File: config.mk
export PLATFORM = sky130hd
export DESIGN_NAME = sram_axi_bridge_mc
export DESIGN_NICKNAME = d
export VERILOG_FILES = /design/src/rtl/sram_axi_bridge_mc.sv
export SDC_FILE = /design/constraint.sdc
export NUM_CORES = 1
export LEC_CHECK = 0
export ABC_CLOCK_PERIOD_IN_PS = 3520
export BUFFER_PORTS_ARGS = -buffer_cell sky130_fd_sc_hd__buf_2
export CELL_PAD_IN_SITES_DETAIL_PLACEMENT = 1
export CELL_PAD_IN_SITES_GLOBAL_PLACEMENT = 2
export CORE_MARGIN = 2
export CORE_UTILIZATION = 24
export DETAILED_ROUTE_END_ITERATION = 16
export GPL_TIMING_DRIVEN = 0
export PLACE_DENSITY = 0.88
export SLEW_MARGIN = 30
export SYNTH_ARGS = -nofsm -noshare
export SYNTH_HDL_FRONTEND = slang
export SYNTH_SLANG_ARGS = --single-unit
File: constraint.sdc
create_clock -name aclk -period 3.52 [get_ports aclk]
set_input_delay 0.176 -clock aclk [delete_from_list [all_inputs] [get_ports aclk]]
set_output_delay 0.176 -clock aclk [all_outputs]
set_load 0.05 [all_outputs]
File: src/rtl/sram_axi_bridge_mc.sv
// sram_axi_bridge_mc: NUM_CH SRAM-like request channels onto one AXI3 master.
// Round-robin grant, one single-beat transaction in flight, channel index
// used as the AXI ID, bus errors reported on ch_err with the completion.
module sram_axi_bridge_mc #(
   parameter int NUM_CH = 2
) (
   input  logic                   aclk,
   input  logic                   aresetn,
   // SRAM-like request side
   input  logic [NUM_CH-1:0]      ch_req,
   input  logic [NUM_CH-1:0]      ch_wr,
   input  logic [2*NUM_CH-1:0]    ch_size,
   input  logic [32*NUM_CH-1:0]   ch_addr,
   input  logic [32*NUM_CH-1:0]   ch_wdata,
   output logic [NUM_CH-1:0]      ch_addr_ok,
   output logic [NUM_CH-1:0]      ch_data_ok,
   output logic [31:0]            ch_rdata,
   output logic                   ch_err,
   // AR
   output logic [3:0]             arid,
   output logic [31:0]            araddr,
   output logic [3:0]             arlen,
   output logic [2:0]             arsize,
   output logic [1:0]             arburst,
   output logic [1:0]             arlock,
   output logic [3:0]             arcache,
   output logic [2:0]             arprot,
   output logic                   arvalid,
   input  logic                   arready,
   // R
   input  logic [3:0]             rid,
   input  logic [31:0]            rdata,
   input  logic [1:0]             rresp,
   input  logic                   rlast,
   input  logic                   rvalid,
   output logic                   rready,
   // AW
   output logic [3:0]             awid,
   output logic [31:0]            awaddr,
   output logic [3:0]             awlen,
   output logic [2:0]             awsize,
   output logic [1:0]             awburst,
   output logic [1:0]             awlock,
   output logic [3:0]             awcache,
   output logic [2:0]             awprot,
   output logic                   awvalid,
   input  logic                   awready,
   // W
   output logic [3:0]             wid,
   output logic [31:0]            wdata,
   output logic [3:0]             wstrb,
   output logic                   wlast,
   output logic                   wvalid,
   input  logic                   wready,
   // B
   input  logic [3:0]             bid,
   input  logic [1:0]             bresp,
   input  logic                   bvalid,
   output logic                   bready
);

   localparam int PW = (NUM_CH > 1) ? $clog2(NUM_CH) : 1;

   typedef enum logic [2:0] {
      S_IDLE, S_AR, S_R, S_AW_W, S_B, S_DONE
   } state_t;

   state_t            state_q, state_d;
   logic [PW-1:0]     rr_ptr_q, rr_ptr_d;
   logic [3:0]        id_q, id_d;
   logic [31:0]       addr_q, addr_d;
   logic [1:0]        size_q, size_d;
   logic [31:0]       wdata_q, wdata_d;
   logic [3:0]        wstrb_q, wstrb_d;
   logic              arvalid_q, arvalid_d;
   logic              rready_q, rready_d;
   logic              awvalid_q, awvalid_d;
   logic              wvalid_q, wvalid_d;
   logic              bready_q, bready_d;
   logic [NUM_CH-1:0] data_ok_q, data_ok_d;
   logic [31:0]       rdata_q, rdata_d;
   logic              err_q, err_d;

   logic              gnt_vld;
   logic [PW-1:0]     gnt_idx;
   logic [PW-1:0]     scan;
   logic [1:0]        gnt_size;

   // rid/rlast/bid carry nothing we need with a single outstanding beat
   logic              unused_ok;
   assign unused_ok = ^{rid, rlast, bid};

   // Per-channel views of the packed operand buses
   logic [31:0] addr_a  [NUM_CH];
   logic [31:0] wdata_a [NUM_CH];
   logic [1:0]  size_a  [NUM_CH];

   for (genvar k = 0; k < NUM_CH; k++) begin : g_ch
      assign addr_a[k]     = ch_addr[32*k +: 32];
      assign wdata_a[k]    = ch_wdata[32*k +: 32];
      assign size_a[k]     = ch_size[2*k +: 2];
      // Grant is combinational and only offered while idle and out of reset
      assign ch_addr_ok[k] = aresetn && (state_q == S_IDLE) && gnt_vld
                             && (gnt_idx == PW'(k));
   end

   // Byte-lane strobe for the latched size/address
   function automatic logic [3:0] strb_of(input logic [1:0] sz, input logic [1:0] a);
      case (sz)
         2'd0:    strb_of = 4'b0001 << a;
         2'd1:    strb_of = 4'b0011 << {a[1], 1'b0};
         default: strb_of = 4'b1111;
      endcase
   endfunction

   // Round-robin pick: first requester at or after rr_ptr, wrapping
   always_comb begin
      gnt_vld = 1'b0;
      gnt_idx = '0;
      scan    = '0;
      for (int i = 0; i < NUM_CH; i++) begin
         scan = PW'((int'(rr_ptr_q) + i) % NUM_CH);
         if (!gnt_vld && ch_req[scan]) begin
            gnt_vld = 1'b1;
            gnt_idx = scan;
         end
      end
   end

   // Size 3 is treated as a word
   assign gnt_size = (size_a[gnt_idx] == 2'd3) ? 2'd2 : size_a[gnt_idx];

   // Next-state and registered-output logic for the transaction FSM
   always_comb begin
      state_d   = state_q;
      rr_ptr_d  = rr_ptr_q;
      id_d      = id_q;
      addr_d    = addr_q;
      size_d    = size_q;
      wdata_d   = wdata_q;
      wstrb_d   = wstrb_q;
      arvalid_d = arvalid_q;
      rready_d  = rready_q;
      awvalid_d = awvalid_q;
      wvalid_d  = wvalid_q;
      bready_d  = bready_q;
      data_ok_d = '0;
      rdata_d   = rdata_q;
      err_d     = err_q;
      case (state_q)
         S_IDLE: begin
            if (gnt_vld) begin
               id_d    = 4'(gnt_idx);
               addr_d  = addr_a[gnt_idx];
               size_d  = gnt_size;
               wdata_d = wdata_a[gnt_idx];
               wstrb_d = strb_of(gnt_size, addr_a[gnt_idx][1:0]);
               if (int'(gnt_idx) == NUM_CH - 1) rr_ptr_d = '0;
               else                             rr_ptr_d = gnt_idx + 1'b1;
               if (ch_wr[gnt_idx]) begin
                  state_d   = S_AW_W;
                  awvalid_d = 1'b1;
                  wvalid_d  = 1'b1;
               end else begin
                  state_d   = S_AR;
                  arvalid_d = 1'b1;
               end
            end
         end
         S_AR: begin
            if (arready) begin
               arvalid_d = 1'b0;
               rready_d  = 1'b1;
               state_d   = S_R;
            end
         end
         S_R: begin
            if (rvalid) begin
               rready_d = 1'b0;
               rdata_d  = rdata;
               err_d    = |rresp;
               for (int k = 0; k < NUM_CH; k++) data_ok_d[k] = (id_q == 4'(k));
               state_d  = S_DONE;
            end
         end
         S_AW_W: begin
            // AW and W retire independently; leave once neither is pending
            if (awready) awvalid_d = 1'b0;
            if (wready)  wvalid_d  = 1'b0;
            if ((!awvalid_q || awready) && (!wvalid_q || wready)) begin
               bready_d = 1'b1;
               state_d  = S_B;
            end
         end
         S_B: begin
            if (bvalid) begin
               bready_d = 1'b0;
               err_d    = |bresp;
               for (int k = 0; k < NUM_CH; k++) data_ok_d[k] = (id_q == 4'(k));
               state_d  = S_DONE;
            end
         end
         S_DONE:  state_d = S_IDLE;
         default: state_d = S_IDLE;
      endcase
   end

   // State and output registers; reset abandons any transaction in flight
   always_ff @(posedge aclk or negedge aresetn) begin
      if (!aresetn) begin
         state_q   <= S_IDLE;
         rr_ptr_q  <= '0;
         id_q      <= '0;
         addr_q    <= '0;
         size_q    <= '0;
         wdata_q   <= '0;
         wstrb_q   <= '0;
         arvalid_q <= 1'b0;
         rready_q  <= 1'b0;
         awvalid_q <= 1'b0;
         wvalid_q  <= 1'b0;
         bready_q  <= 1'b0;
         data_ok_q <= '0;
         rdata_q   <= '0;
         err_q     <= 1'b0;
      end else begin
         state_q   <= state_d;
         rr_ptr_q  <= rr_ptr_d;
         id_q      <= id_d;
         addr_q    <= addr_d;
         size_q    <= size_d;
         wdata_q   <= wdata_d;
         wstrb_q   <= wstrb_d;
         arvalid_q <= arvalid_d;
         rready_q  <= rready_d;
         awvalid_q <= awvalid_d;
         wvalid_q  <= wvalid_d;
         bready_q  <= bready_d;
         data_ok_q <= data_ok_d;
         rdata_q   <= rdata_d;
         err_q     <= err_d;
      end
   end

   assign arid    = id_q;
   assign araddr  = addr_q;
   assign arlen   = 4'd0;
   assign arsize  = {1'b0, size_q};
   assign arburst = 2'b01;
   assign arlock  = 2'b00;
   assign arcache = 4'd0;
   assign arprot  = 3'd0;
   assign arvalid = arvalid_q;
   assign rready  = rready_q;

   assign awid    = id_q;
   assign awaddr  = addr_q;
   assign awlen   = 4'd0;
   assign awsize  = {1'b0, size_q};
   assign awburst = 2'b01;
   assign awlock  = 2'b00;
   assign awcache = 4'd0;
   assign awprot  = 3'd0;
   assign awvalid = awvalid_q;

   assign wid     = id_q;
   assign wdata   = wdata_q;
   assign wstrb   = wstrb_q;
   assign wlast   = 1'b1;
   assign wvalid  = wvalid_q;
   assign bready  = bready_q;

   assign ch_data_ok = data_ok_q;
   assign ch_rdata   = rdata_q;
   assign ch_err     = err_q;

endmodule

==> flow_summary.toml <==
[power]
leakage_nw = 4.618
p_total_w = 0.01031
power_density_nw_per_um2 = 1130
peakVddDrop_v = 0.0004296

[final_layout]
layout_commonest_cell = "buf_2"
postLayoutCoreUtil = 0.3901
nets = 1253
syn_to_final_growth_pct = 60.39
layout_common_cells = "buf_2 (351), nand2_1 (136), dfrtp_1 (115)"
drive_gt1_frac = 0.4675

[sta]
tns_ns = 0
setup_ws_ns = 0.9219
timing.slew.headroom = 0.5942
period_minus_slack_ns = 2.598
finalHoldViolCount = 0
max_freq_mhz = 384.9
rsz0062_at_grt = "no"
worst_pin_slew_ns = 0.6023
drv_slew = 0
setup_viol = 0
period_share = 0.7381
fin_skew_ns = 0.01160
holdWs_ns = 0.01981

[clock_tree]
clkLatencyLatePin_ns = 0.41
clock_path_buffers = 2
cts_root_buffer = "clkbuf_16"
cts_resized = 0
numCtsBuffers = 17
htreeDepth = 4
post_cts_buffers = 0
clock-sinks = 115
clk_transition_reported_paths_ns = 0.06
cts_tree = "built"
postCtsHoldBufs = 66

[worst_setup_path]
crit_fanout = 10
start_kind = "flip-flop"
r2r_slack_ns = 1.03
cp.required_ns = 3.34
path_class = "reg2out"
crit_start = "rr_ptr_q"
rr_startpoint = "state_q[1]"
arrival_ns = 2.42
reg2reg_depth = 6
critPathCaptureType = "primary output"
r2r_end = "wdata[12]"

[grt]
antenna_found_initial = 2
grt_pass1_wl_um = 35060
grt-ovfl-total = 0
grt.busiest_layer = "met2"
grt_use_met1 = 0.2032
globalRouteMet2Util = 0.3466
grt_use_met3 = 0.05612
grt_pass1_vias = 6164
grt_use_total = 0.1863
grt_start_max_net_pins = 66

[yosys]
yosysWarningCount = 0
syn_area_per_cell_sq_um = 9.300
ys_seq_elements = 115
synthCells = 612
synth_cell_types = 36
yosysSeqAreaShare = 0.5056
syn_area_sq_um = 5692

[routing]
drt-pass1-iter-count = 4
drt_wl_total_um = 23890
antenna_left = 0
drc = 0
via_per_inst = 4.235
avgRoutedWirePerCell_um = 17.09
drt-initial-drc-count = 176
vias = 5920

[min_path]
min_path_cells = 3
min_to = "araddr[14]"
hp-class = "in2reg"
min-delay-start = "ch_addr[46]"

[place]
post-place-ws_ns = 1.260
dpl.hpwl_um = 17290
port_buffers = 327
gp_congestion = 0.7827

[floorplan]
boundaryPins = 379
rows = 56
core_area_sq_um = 23400
die_h_um = 158
die_x_um = 158
start_util = 0.2432
die-area_sq_um = 24960

[outcome]
status = "complete, no violations"

[flow_run]
cap_viol_max_count = 0
-- routing by layer --
metal,up-vias,part of all wire
met3,22,0.080
li1,2844,-
met1,2806,0.38
met5,-,0
met2,248,0.52
met4,0,0.017
-- state kept, by name, indices dropped and copies added, names as in the netlist --
register / count
ch_rdata: 32
ch_data_ok: 2
wdata: 32
wstrb: 4
bready: 1
wvalid: 1
arvalid: 1
ch_err: 1
rr_ptr_q: 1
arid: 1
araddr: 32
size_q: 2
state_q: 3
awvalid: 1
rready: 1
-- per-stage QoR --
stage	instances	area [sq um]
finish	1398	9129
global route	1398	9129
CTS	1397	9126
detailed placement	1299	7915
global placement	1298	7878
floorplan	652	5842
-- critical path, cell delays in order (launching register included) --
cell	delay, ns
dfrtp_1	0.40
nand2b_1	0.16
clkbuf_2	0.18
nand2_1	0.29
buf_4	0.27
buf_2	0.26
and3_1	0.18
buf_2	0.27
-- worst max path at each step --
stage                               end  slack, ns  cells after the start
after floorplan           ch_addr_ok[0]       1.71                      6
after global placement    ch_addr_ok[0]       0.36                      3
after detailed placement  ch_addr_ok[0]       1.26                      7
after CTS                 ch_addr_ok[0]       0.81                      7
after global routing      ch_addr_ok[0]       0.73                      7
final                     ch_addr_ok[0]       0.92                      7
-- power by group --
group | internal, W | total, W | switching [W]
combinational | 0.00170 | 0.00626 | 0.00455
clock | 0.000919 | 0.00163 | 0.000710
sequential | 0.00198 | 0.00243 | 0.000448
total | 0.00460 | 0.0103 | 0.00571
-- Yosys cell counts, drive strengths merged --
library cell  number  area, sq um
a32oi              2        17.52
a21boi             2        15.01
clkbuf             9        35.03
nand4              2        12.51
mux4               1        22.52
mux2i              2        20.02
o21ai             11        55.05
inv                5        18.77
a211oi             1        20.02
and3               5        31.28
nor3b              2        15.01
conb               2        7.510
nor4               2        18.77
a31oi             65        406.6
nor3               2        10.01
o22a               1        8.760
a21oi              7        35.03
nand2b             1        6.260
nand3b             4        30.03
or4                1        7.510
a32o               1        10.01
dfrtp            115         2878
o31ai              1        7.510
mux2              32        360.4
buf              108        752.0
or3                1        6.260
nor2              79        296.5
a221o              2        20.02
nand2            136        510.5
nor2b              5        31.28
nand3              4        20.02
and2               1        6.260
-- cell type report --
cell class / count / area (sq um)
diodes: 1 / 2.502
clock inverters: 15 / 125.1
plain buffers: 117 / 787.0
repair buffers: 394 / 2335
clock buffers: 17 / 425.4
multi-input cells: 415 / 2158
fillers: 2886 / 14270
well taps: 319 / 399.1
flip-flops and latches: 115 / 2878
inverters: 5 / 18.77
-- logic make-up after synthesis --
family	count (synthesis)	synth area share
compound gates	93	0.1046
buf+inv	122	0.1416
flops	115	0.5056
mux	35	0.07079
simple gates	245	0.1761
other cells	2	0.001319
No activity file was read; power rests on OpenSTA's default activity.
